File: config.mk
export PLATFORM = sky130hd
export DESIGN_NAME = vga_timing_gen
export DESIGN_NICKNAME = d
export VERILOG_FILES = /design/src/rtl/vga_timing_pkg.sv /design/src/rtl/vga_delay_line.sv /design/src/rtl/vga_timing_gen.sv
export SDC_FILE = /design/constraint.sdc
export NUM_CORES = 1
export LEC_CHECK = 0
export ABC_AREA = 1
export BUFFER_PORTS_ARGS = -buffer_cell sky130_fd_sc_hd__buf_2
export CORE_AREA = 5 5 107 109
export CTS_CLUSTER_DIAMETER = 40
export DETAILED_ROUTE_END_ITERATION = 10
export DIE_AREA = 0 0 112 114
export GPL_TIMING_DRIVEN = 0
export PLACE_DENSITY = 0.81
export SLEW_MARGIN = 20
export SYNTH_ARGS = -nofsm -noshare
export SYNTH_HDL_FRONTEND = slang
export SYNTH_HIERARCHICAL = 1
export SYNTH_SLANG_ARGS = --single-unit
File: constraint.sdc
create_clock -name i_clk -period 1.9 [get_ports i_clk]
set_input_delay 0.095 -clock i_clk [delete_from_list [all_inputs] [get_ports i_clk]]
set_output_delay 0.095 -clock i_clk [all_outputs]
set_load 0.02 [all_outputs]
File: src/rtl/vga_timing_pkg.sv
// Shared types, default 640x480@60 timing and helpers for the VGA raster generator.
package vga_timing_pkg;

  localparam int VGA_CW = 11;
  localparam int VGA_DW = 10;

  localparam int VGA_H_ACTIVE = 640;
  localparam int VGA_H_FP     = 16;
  localparam int VGA_H_SYNC   = 96;
  localparam int VGA_H_BP     = 48;
  localparam int VGA_V_ACTIVE = 480;
  localparam int VGA_V_FP     = 10;
  localparam int VGA_V_SYNC   = 2;
  localparam int VGA_V_BP     = 33;

  typedef struct packed {
    logic [VGA_DW-1:0] r;
    logic [VGA_DW-1:0] g;
    logic [VGA_DW-1:0] b;
  } vga_rgb_t;

  // Syncs are stored at their output level, so an entry can be driven straight to the pins.
  typedef struct packed {
    logic              hs;
    logic              vs;
    logic              active;
    logic [VGA_CW-1:0] x;
  } vga_sync_t;

  function automatic int total(input int act, input int fp, input int sync, input int bp);
    return act + fp + sync + bp;
  endfunction

endpackage

File: src/rtl/vga_delay_line.sv
// Enable-gated shift register of raster attributes; aligns syncs and blanking with
// pixel data returned by the source PIPE_LAT ticks after the request.
module vga_delay_line
  import vga_timing_pkg::*;
#(
  parameter int DEPTH = 1
) (
  input  logic      i_clk,
  input  logic      i_rst,
  input  logic      i_en,
  input  vga_sync_t i_rst_val,
  input  vga_sync_t i_d,
  output vga_sync_t o_q
);

  vga_sync_t stage_q [DEPTH];
  vga_sync_t stage_d [DEPTH];

  always_comb begin
    // NOTE: every always_comb output gets a default first, otherwise a missed branch infers a latch.
    stage_d = stage_q;
    if (i_en) begin
      stage_d[0] = i_d;
      for (int i = 1; i < DEPTH; i++) begin
        stage_d[i] = stage_q[i-1];
      end
    end
  end

  // NOTE: this array is reset on purpose; stale stages would otherwise leak a visible pixel after reset.
  always_ff @(posedge i_clk) begin
    if (i_rst) begin
      for (int i = 0; i < DEPTH; i++) begin
        stage_q[i] <= i_rst_val;
      end
    end else begin
      stage_q <= stage_d;
    end
  end

  assign o_q = stage_q[DEPTH-1];

endmodule

File: src/rtl/vga_timing_gen.sv
// Parametrised VGA raster generator: pixel requests, coordinates, linear address, syncs and
// registered colour. Optional colour-bar source enabled by VGA_TIMING_TEST_PATTERN_EN.
module vga_timing_gen
  import vga_timing_pkg::*;
#(
  parameter int H_ACTIVE = VGA_H_ACTIVE,
  parameter int H_FP     = VGA_H_FP,
  parameter int H_SYNC   = VGA_H_SYNC,
  parameter int H_BP     = VGA_H_BP,
  parameter int V_ACTIVE = VGA_V_ACTIVE,
  parameter int V_FP     = VGA_V_FP,
  parameter int V_SYNC   = VGA_V_SYNC,
  parameter int V_BP     = VGA_V_BP,
  parameter bit HS_POL   = 1'b0,
  parameter bit VS_POL   = 1'b0,
  parameter int PIPE_LAT = 1,
  parameter int CW       = VGA_CW,
  parameter int AW       = 22,
  parameter int DW       = VGA_DW
) (
  input  logic          i_clk,
  input  logic          i_rst,
  input  logic          i_en,
  input  logic [DW-1:0] i_red,
  input  logic [DW-1:0] i_green,
  input  logic [DW-1:0] i_blue,
`ifdef VGA_TIMING_TEST_PATTERN_EN
  input  logic          i_test_mode,
`endif
  output logic          o_req,
  output logic [CW-1:0] o_x,
  output logic [CW-1:0] o_y,
  output logic [AW-1:0] o_addr,
  output logic [DW-1:0] o_vga_r,
  output logic [DW-1:0] o_vga_g,
  output logic [DW-1:0] o_vga_b,
  output logic          o_hs,
  output logic          o_vs,
  output logic          o_blank_n,
  output logic          o_sync_n,
  output logic          o_frame_start
);

  localparam int H_TOTAL  = total(H_ACTIVE, H_FP, H_SYNC, H_BP);
  localparam int V_TOTAL  = total(V_ACTIVE, V_FP, V_SYNC, V_BP);
  localparam int HS_START = H_ACTIVE + H_FP;
  localparam int VS_START = V_ACTIVE + V_FP;

  logic [CW-1:0] h_q, h_d, v_q, v_d, x_q, x_d, y_q, y_d;
  logic [AW-1:0] addr_q, addr_d;
  logic          req_q, req_d, frame_start_q, frame_start_d;
  logic          hs_q, hs_d, vs_q, vs_d, blank_n_q, blank_n_d;
  vga_rgb_t      rgb_q, rgb_d, src_rgb;
  vga_sync_t     dly_in, dly_rst, dly_q;
  logic          at_origin, cur_active;

  always_comb begin
    at_origin  = (h_q == '0) && (v_q == '0);
    cur_active = (h_q < CW'(H_ACTIVE)) && (v_q < CW'(V_ACTIVE));
    dly_in.hs  = (h_q >= CW'(HS_START) && h_q < CW'(HS_START + H_SYNC)) ? HS_POL : ~HS_POL;
    dly_in.vs  = (v_q >= CW'(VS_START) && v_q < CW'(VS_START + V_SYNC)) ? VS_POL : ~VS_POL;
    dly_in.active = cur_active;
    dly_in.x      = VGA_CW'(h_q);
    dly_rst       = '{hs: ~HS_POL, vs: ~VS_POL, active: 1'b0, x: '0};
  end

  vga_delay_line #(.DEPTH(PIPE_LAT)) u_delay (
    .i_clk     (i_clk),
    .i_rst     (i_rst),
    .i_en      (i_en),
    .i_rst_val (dly_rst),
    .i_d       (dly_in),
    .o_q       (dly_q)
  );

`ifdef VGA_TIMING_TEST_PATTERN_EN
  localparam int BAR_W = (H_ACTIVE >= 8) ? H_ACTIVE / 8 : 1;
  logic [2:0] bar_idx;

  always_comb begin
    bar_idx = 3'(dly_q.x / VGA_CW'(BAR_W));
    if (i_test_mode) begin
      src_rgb = '{r: {VGA_DW{bar_idx[2]}}, g: {VGA_DW{bar_idx[1]}}, b: {VGA_DW{bar_idx[0]}}};
    end else begin
      src_rgb = '{r: VGA_DW'(i_red), g: VGA_DW'(i_green), b: VGA_DW'(i_blue)};
    end
  end
`else
  logic unused_dly_x;
  assign unused_dly_x = ^dly_q.x;
  assign src_rgb      = '{r: VGA_DW'(i_red), g: VGA_DW'(i_green), b: VGA_DW'(i_blue)};
`endif

  always_comb begin
    h_d           = h_q;
    v_d           = v_q;
    x_d           = x_q;
    y_d           = y_q;
    req_d         = req_q;
    addr_d        = addr_q;
    hs_d          = hs_q;
    vs_d          = vs_q;
    blank_n_d     = blank_n_q;
    rgb_d         = rgb_q;
    frame_start_d = 1'b0;  // a one-clock pulse even when the next clock is not a tick
    if (i_en) begin
      x_d           = h_q;
      y_d           = v_q;
      req_d         = cur_active;
      frame_start_d = at_origin;
      // Incremental address: counts presented visible pixels, restarts at the frame origin.
      if (at_origin)  addr_d = '0;
      else if (req_q) addr_d = addr_q + AW'(1);
      if (h_q == CW'(H_TOTAL - 1)) begin
        h_d = '0;
        v_d = (v_q == CW'(V_TOTAL - 1)) ? '0 : v_q + CW'(1);
      end else begin
        h_d = h_q + CW'(1);
      end
      hs_d      = dly_q.hs;
      vs_d      = dly_q.vs;
      blank_n_d = dly_q.active;
      rgb_d     = dly_q.active ? src_rgb : '0;
    end
  end

  // NOTE: sequential state uses non-blocking assignments so every flop samples pre-edge values.
  always_ff @(posedge i_clk) begin
    if (i_rst) begin
      h_q           <= '0;
      v_q           <= '0;
      x_q           <= '0;
      y_q           <= '0;
      req_q         <= 1'b0;
      addr_q        <= '0;
      hs_q          <= ~HS_POL;
      vs_q          <= ~VS_POL;
      blank_n_q     <= 1'b0;
      rgb_q         <= '0;
      frame_start_q <= 1'b0;
    end else begin
      h_q           <= h_d;
      v_q           <= v_d;
      x_q           <= x_d;
      y_q           <= y_d;
      req_q         <= req_d;
      addr_q        <= addr_d;
      hs_q          <= hs_d;
      vs_q          <= vs_d;
      blank_n_q     <= blank_n_d;
      rgb_q         <= rgb_d;
      frame_start_q <= frame_start_d;
    end
  end

  assign o_req         = req_q;
  assign o_x           = x_q;
  assign o_y           = y_q;
  assign o_addr        = addr_q;
  assign o_vga_r       = DW'(rgb_q.r);
  assign o_vga_g       = DW'(rgb_q.g);
  assign o_vga_b       = DW'(rgb_q.b);
  assign o_hs          = hs_q;
  assign o_vs          = vs_q;
  assign o_blank_n     = blank_n_q;
  assign o_sync_n      = 1'b0;
  assign o_frame_start = frame_start_q;

endmodule

# Word-level counts from Yosys, hierarchy flattened
# Cells that the tools add are included.
# Widths: inputs -> output; s select.
dict set report totals {
  reg_bits 103
  inputBits 33
  out_inout_bits 80
  elab_cells 44
}
dict set report op_classes {
  addsub 3
  magnitude_cmp 6
  eq_ne 2
  mux 7
  n_bitwise 1
  reduce_logical 10
}
# cell count
set op_table {}
lappend op_table {{$mux 22} 2}
lappend op_table {{$mux 30} 1}
lappend op_table {{$add 11x1->11 const B} 2}
lappend op_table {{$add 22x1->22 const B} 1}
lappend op_table {{$eq 11x10->1 const B} 2}
lappend op_table {{$logic_not 11->1} 2}
lappend op_table {{$lt 11x10->1 const B} 2}
lappend op_table {{$lt 11x9->1 const B} 2}
lappend op_table {{$mux 11} 2}
lappend op_table {{$ge 11x10->1 const B} 1}
lappend op_table {{$ge 11x9->1 const B} 1}
lappend op_table {{$logic_and 1x1->1} 4}
lappend op_table {{$reduce_and 2->1} 2}
lappend op_table {{$mux 1} 2}
lappend op_table {{$reduce_bool 2->1} 1}
lappend op_table {{$reduce_or 2->1} 1}
lappend op_table {{$not 1->1} 1}

# Depth between registers and ports, before layout
# Gate-level depths: netlist of the first run.
dict set report logic_depth {
  depth_word 4
  mapped_depth 12
  depth_no_buf 12
}

# Hierarchy
# The synthesis of the first run kept the hierarchy.
# module instances cells_per_inst area_per_inst_um2 seq_area_each_um2
set modules_own_cells {}
lappend modules_own_cells {vga_timing_gen 1 720 5033.6 2021.9}
lappend modules_own_cells {vga_delay_line 1 60 606.8 420.4}

# Least setup slack after synthesis of the first run
# No wires, ideal clock.
dict set report synth_timing {
  path_type {reg-to-reg}
  from {register addr_q[0] (netlist: o_addr[0])}
  to {register addr_q[16] (netlist: o_addr[16])}
  t_arrival_ps 1487
  required_ps 1789
  path_slack_ps 302
  stages_incl_launch_ff 11
  path_buffers 0
  synth_period_minus_slack_ps 1598
  path_cell_list {dfxtp_1 -> ha_1 -> nand2_1 -> nor2_4 -> nand2_2 -> nor2_4 -> nand3_1 -> nand3_1 -> nand2_1 -> inv_1 -> nor2_1}
}
dict set report synth_via {
  elab_chain_cells 3
}
# item line
set synth_rtl {}
lappend synth_rtl {{start, declared} vga_timing_gen.sv:50} ;# logic [AW-1:0] addr_q, addr_d;
lappend synth_rtl {{start signal, assigned} vga_timing_gen.sv:147} ;# addr_q <= addr_d;
lappend synth_rtl {{$add 22x1->22} vga_timing_gen.sv:113} ;# else if (req_q) addr_d = addr_q + AW'(1);
lappend synth_rtl {{$mux 22} vga_timing_gen.sv:113}
lappend synth_rtl {{$mux 22} vga_timing_gen.sv:112} ;# if (at_origin) addr_d = '0;
# Every way passes these cells. The select of a mux whose other input is x is not followed.
# A chain may end at the register's enable or synchronous reset.

# Worst setup path in the final report of the first run
dict set report layout_timing {
  from {register h_q[1]}
  to {register addr_q[10] (netlist: o_addr[10])}
}
dict set report layout_via {
  elab_chain_cells 4
}
# item line
set layout_rtl {}
lappend layout_rtl {{start, declared} vga_timing_gen.sv:49} ;# logic [CW-1:0] h_q, h_d, v_q, v_d, x_q, x_d, y_q, y_d;
lappend layout_rtl {{start signal, assigned} vga_timing_gen.sv:130} ;# h_q <= '0;
lappend layout_rtl {{start signal, assigned} vga_timing_gen.sv:142} ;# h_q <= h_d;
lappend layout_rtl {{$logic_not 11->1 (*)} vga_timing_gen.sv:58} ;# at_origin = (h_q == '0) && (v_q == '0);
lappend layout_rtl {{$logic_and 1x1->1 (*)} vga_timing_gen.sv:58}
lappend layout_rtl {{$reduce_bool 2->1 (no source line)} --}
lappend layout_rtl {{$reduce_and 2->1 (no source line)} --}
# Every way passes the cells marked *; elsewhere a longest branch is shown, timed or not.

==> results.cfg, run 1 <==
[routing]
post_drt_wl_per_cell_um = 14.5
dr_total_vias = 5430
final_antenna_net_count = 0
wl_um = 15000
dr.pass1.iters = 5
drc = 0
via_per_inst = 5.26
drtIter0Drc = 554

[setup_path]
crit_fanout = 10
start_kind = register
slowest_delay_ns = 0.36
path_delay_family = simple AND/OR/NAND/NOR gates
slowest_stage = dfxtp_1
worstReg2RegStart = h_q[1]$_SDFFE_PP0P_
cp.required_ns = 2.18
reg2reg_setup_slack_ns = 0.19
r2r_end = o_addr[10]$_SDFFE_PP0P_
worstSetupEndpointType = register
arrival_ns = 1.99
reg2regPathDepth = 10
crit_chain = inv_1 -> ha_1 -> nand3_1 -> nor2_4 -> nand4_4 -> buf_2 -> nand3_1 -> nand2_1 -> nand2_1 -> inv_1
worstSetupPathType = reg -> reg
critPathBufInv = 3

[synth]
syn_inst = 734
yosysWarnings = 6
avgSynthCellArea_um2 = 7.04
synth_area_um2 = 5170

[power]
pwr-share-clk_pct = 33.9
power.share.sequential_pct = 51.0
power_density_nw_per_um2 = 709
p_int_w = 0.00324
leakage_nw = 2.93
p_sw_w = 0.00133
p_sw_share_pct = 29.1
pwr-share-comb_pct = 15.2
max-vdd-ir-drop_mv = 0.499

[layout]
fin_area_um2 = 6450
area_delta_synth_final_pct = 24.8
nets = 926
diodes = 0
layout-drive-gt1-share_pct = 22.2

[min_path]
min_delay_path_depth = 2
whs_endpoint = u_delay/o_q[11]$_DFFE_PP_
min_path_type = in -> reg
worst_hold_startpoint = i_en

[timing]
finalSetupViolations = 0
rsz0062_at_grt = no
hold_violations = 0
finalCritPeriodShare_pct = 90.0
slew_headroom_pct = 51.8
tightest_slew_ns = 0.724
fin_skew_ns = 0.0196
fin_crit_ns = 1.71
timing.hold.ws_ns = 0.0717
tns_ns = 0
drv_slew = 0
fmax_mhz = 585

[flow_run]
maxCapViolCount = 0

[cts]
cts_made_buffers = 9
cts_num_sinks = 104
cts_buffer_depth = 2
tritoncts = done
htreeDepth = 3
clock_latency_ns = 0.38
cts_root_buf = clkbuf_8
path_clk_slew_ns = 0.11
postCtsSetupBuffers = 0

[placement]
routabilityCongestion = 0.924
numPortBuffers = 111
dpl_cell_area_um2 = 5910
dp_hpwl_um = 10400

[global_route]
use_met1_pct = 30.3
grt_max_degree = 20
met2_usage_pct = 39.1
grt_pass1_vias = 5183
grtUsageMet3_pct = 5.25
grtUsageTotal_pct = 23.6
grt_pass1_wl_um = 25100
overflow = 0
antenna_found_initial = 0
grt-busiest-layer = met2

[die]
row_count = 38
die_h_um = 114
pin_count = 113
core_area_um2 = 10500
die-area_um2 = 12800
start_util_pct = 49.2
die_x_um = 112

[outcome]
status = finished clean
## power groups by stage
stage	registers [W]	logic, W	clock network [W]
after floorplan	0.00247	0.000324	0
after global placement	0.00238	0.000623	0
after detailed placement	0.00238	0.000629	0
after CTS	0.00233	0.000679	0.00158
after global routing	0.00234	0.000763	0.00168
final	0.00233	0.000693	0.00155
## cells in the final DEF (no fill, tap or decap), types with 4 or more instances in the layout
master,instances
o21ai_0,23
nor2_2,4
dlygate4sd3_1,30
nand3_1,104
a21oi_2,9
inv_2,4
inv_6,5
nor3_1,12
buf_2,125
a211oi_1,4
nor2_4,10
clkbuf_1,13
xor2_1,7
nor2_1,67
nand2_2,13
dfxtp_1,101
conb_1,4
nand4_1,12
inv_1,74
a21oi_1,59
buf_1,4
nand2_1,164
clkbuf_8,9
ha_1,4
## stage by stage
step	cells	total power, W	setup slack (ns)	utilization (%)
after CTS	1033	0.00459	0.0438	61.2
after detailed placement	987	0.00301	0.101	56.2
final	1033	0.00457	0.190	61.4
after global routing	1033	0.00479	0.0227	61.4
after floorplan	736	0.00279	0.302	-
after global placement	987	0.00300	0.107	56.2
## routing by layer
layer  up-vias  share of wire, %
li1       2684                 -
met1      2459                42
met2       231                47
met3        56               6.6
met4         0               3.5
met5         -                 0
## timing repair
action,CTS,global route
endpoints found under the hold margin,30,0
gates resized for setup,0,6
hold buffers,30,0
setup endpoints to repair,0,9
## worst max-delay path by stage
stage / start / endpoint / cells after the start
floorplan: o_addr[0]$_SDFFE_PP0P_ / o_addr[16]$_SDFFE_PP0P_ / 10
global placement: v_q[0]$_SDFFE_PP0P_ / o_addr[10]$_SDFFE_PP0P_ / 12
detailed placement: v_q[0]$_SDFFE_PP0P_ / o_addr[10]$_SDFFE_PP0P_ / 12
CTS: v_q[0]$_SDFFE_PP0P_ / o_addr[10]$_SDFFE_PP0P_ / 12
global route: v_q[6]$_SDFFE_PP0P_ / u_delay/o_q[11]$_DFFE_PP_ / 7
finish: h_q[1]$_SDFFE_PP0P_ / o_addr[10]$_SDFFE_PP0P_ / 10
## registers in the layout, summed over array words and instances (netlist names)
name	count
o_hs	1
v_q	11
o_frame_start	1
h_q	11
o_vga_g	10
o_x	11
o_vs	1
o_y	11
o_vga_b	10
o_vga_r	10
o_req	1
o_blank_n	1
u_delay/o_q	3
o_addr	22
## layout make-up
cell class                      instances  area, um^2
Sequential cell                       104        2110
Inverter                               79         298
Timing Repair Buffer                  141         856
Clock inverter                          6        73.8
Tap cell                              140         175
Buffer                                 36         195
Clock buffer                           10         149
Fill cell                             995        4060
Multi-Input combinational cell        517        2590
Note: power is estimated with default switching activity, not from simulation.
==> run 2: changes to the inputs <==
CORE_AREA = 5 5 108 110   (was 5 5 107 109)
DIE_AREA = 0 0 113 115   (was 0 0 112 114)
PLACE_DENSITY = 0.8   (was 0.81)
==> run 2 against run 1 <==
Compared with the run above: fmax fell by 1.1%; combinational power is essentially flat; utilization fell by 0.64 points; power is 1.2% lower; sequential share of layout area up 0.051 points; critical path depth is 1 higher; via count is 0.50% higher.
==> results.cfg, run 2 (synthesis results as in run 1) <==
[outcome]
status = finished clean

[routing]
post_drt_wl_per_cell_um = 14.6
dr.pass1.iters = 5
drc = 0
dr_total_vias = 5457
drtIter0Drc = 482
final_antenna_net_count = 0
wl_um = 15100
via_per_inst = 5.28

[layout]
fillCellCount = 987
multiInputGateArea_um2 = 2590
area_delta_synth_final_pct = 24.6
final_common_cell = nand2_1
fin_area_um2 = 6440
most-common-layout-cells = nand2_1 (165), buf_2 (125), nand3_1 (104), dfxtp_1 (101), inv_1 (75)
largest_register_ff_count = 22
nets = 926
seq_area_um2 = 2110
layout-drive-gt1-share_pct = 21.9

[cts]
cts_buffer_depth = 2
clock_latency_ns = 0.39
cts_made_buffers = 9
cts_num_sinks = 104
htreeDepth = 3
cts_root_buf = clkbuf_8
postCtsSetupBuffers = 0
tritoncts = done
path_clk_slew_ns = 0.11

[die]
die-area_um2 = 13000
die_h_um = 115
die_x_um = 113
pin_count = 113
core_area_um2 = 10600
start_util_pct = 48.7
row_count = 38

[timing]
drv_slew = 0
rsz0062_at_grt = no
fin_crit_ns = 1.73
finalSetupViolations = 0
finalCritPeriodShare_pct = 91.0
slew_headroom_pct = 48.6
tns_ns = 0
tightest_slew_ns = 0.771
finalWorstSetupSlack_ns = 0.170
hold_violations = 0
fmax_mhz = 578
timing.hold.ws_ns = 0.0487
fin_skew_ns = 0.0141

[setup_path]
worstSetupPathType = reg -> reg
slowest_stage = dfxtp_1
crit_chain = ha_1 -> nand2_1 -> nor2_4 -> nand2_2 -> nor2_2 -> nand2_1 -> nand2_1 -> nand3_1 -> nand2_1 -> inv_1 -> nor2_1
worstSetupEndpointType = register
slowest_delay_ns = 0.45
arrival_ns = 2.05
cp.required_ns = 2.22
crit_fanout = 6
cpMostUsedCell = nand2_1
start_kind = register

[power]
max-vdd-ir-drop_mv = 0.588
leakage_nw = 2.92
power_density_nw_per_um2 = 701
total_power_w = 0.00452

[placement]
routabilityCongestion = 0.907
numPortBuffers = 111
dp_hpwl_um = 10500
place_ws_ns = 0.0799
dpl_cell_area_um2 = 5910

[global_route]
grtUsageTotal_pct = 23.1
antenna_found_initial = 0
grtUsageMet3_pct = 5.58
grt_max_degree = 20
met2_usage_pct = 39.8
grt_pass1_vias = 5224
grt_pass1_wl_um = 24600
grt-busiest-layer = met2
use_met1_pct = 28.1
overflow = 0

[min_path]
min_path_type = in -> reg

[flow_run]
maxCapViolCount = 0
-- run 2: changes by cell type in the layout (fill, tap and decap cells not counted), sizes merged --
cell      previous run  this run
clkinvlp             0         1
clkinv               1         3
clkbuf              23        22
diode                0         1
inv                 83        81
-- run 2: what timing repair did --
item | CTS | global route
hold buffers | 30 | 0
gates resized for setup | 0 | 4
endpoints found under the hold margin | 30 | 0
setup endpoints to repair | 0 | 9
-- run 2: layer usage --
layer / vias to the layer above / share of wire [%] / routed length [um]
li1: 2681 / - / -
met1: 2513 / 43 / 6440
met2: 215 / 47 / 7170
met3: 48 / 6.4 / 975
met4: 0 / 3.5 / 536
met5: - / 0 / 0
-- run 2: layout make-up --
cell class | count | area share [%]
sequential | 104 | 32.8
clock buffer | 9 | 1.92
timing repair buffer | 141 | 13.3
multi-input combinational | 517 | 40.2
antenna | 1 | 0.0389
tap | 140 | 2.72
inverter | 79 | 4.62
buffer | 36 | 3.03
clock inverter | 7 | 1.38
-- run 2: stage by stage --
stage	std cells	util (%)
3_3_place_gp	987	55.7
2_1_floorplan	736	-
4_1_cts	1033	60.5
3_5_place_dp	987	55.7
5_1_grt	1033	60.7
6_report	1034	60.7
-- run 2: final timing paths --
kind	start	end	slack, ns	cells past startpoint
setup / recovery	o_addr[0]$_SDFFE_PP0P_	o_addr[18]$_SDFFE_PP0P_	0.17	11
hold / removal	i_en	u_delay/o_q[12]$_DFFE_PP_	0.05	2
setup reg to reg	o_addr[0]$_SDFFE_PP0P_	o_addr[18]$_SDFFE_PP0P_	0.17	11
hold reg to reg	o_x[4]$_SDFFE_PP0P_	o_x[4]$_SDFFE_PP0P_	0.47	2
-- run 2: worst max-delay path: cells and delay by family (launching register included) --
kind / cells / cell delay [ns]
buffers and inverters: 1 / 0.04
flip-flops: 1 / 0.45
AND/OR/NAND/NOR: 9 / 0.94
adder cells (fa/ha/maj): 1 / 0.24
-- run 2: report_power, final --
part | switching, W | internal, W | total, W
Combinational | 0.000441 | 0.000251 | 0.000692
Sequential | 0.0000579 | 0.00228 | 0.00233
Clock | 0.000855 | 0.000637 | 0.00149
Total | 0.00135 | 0.00316 | 0.00452
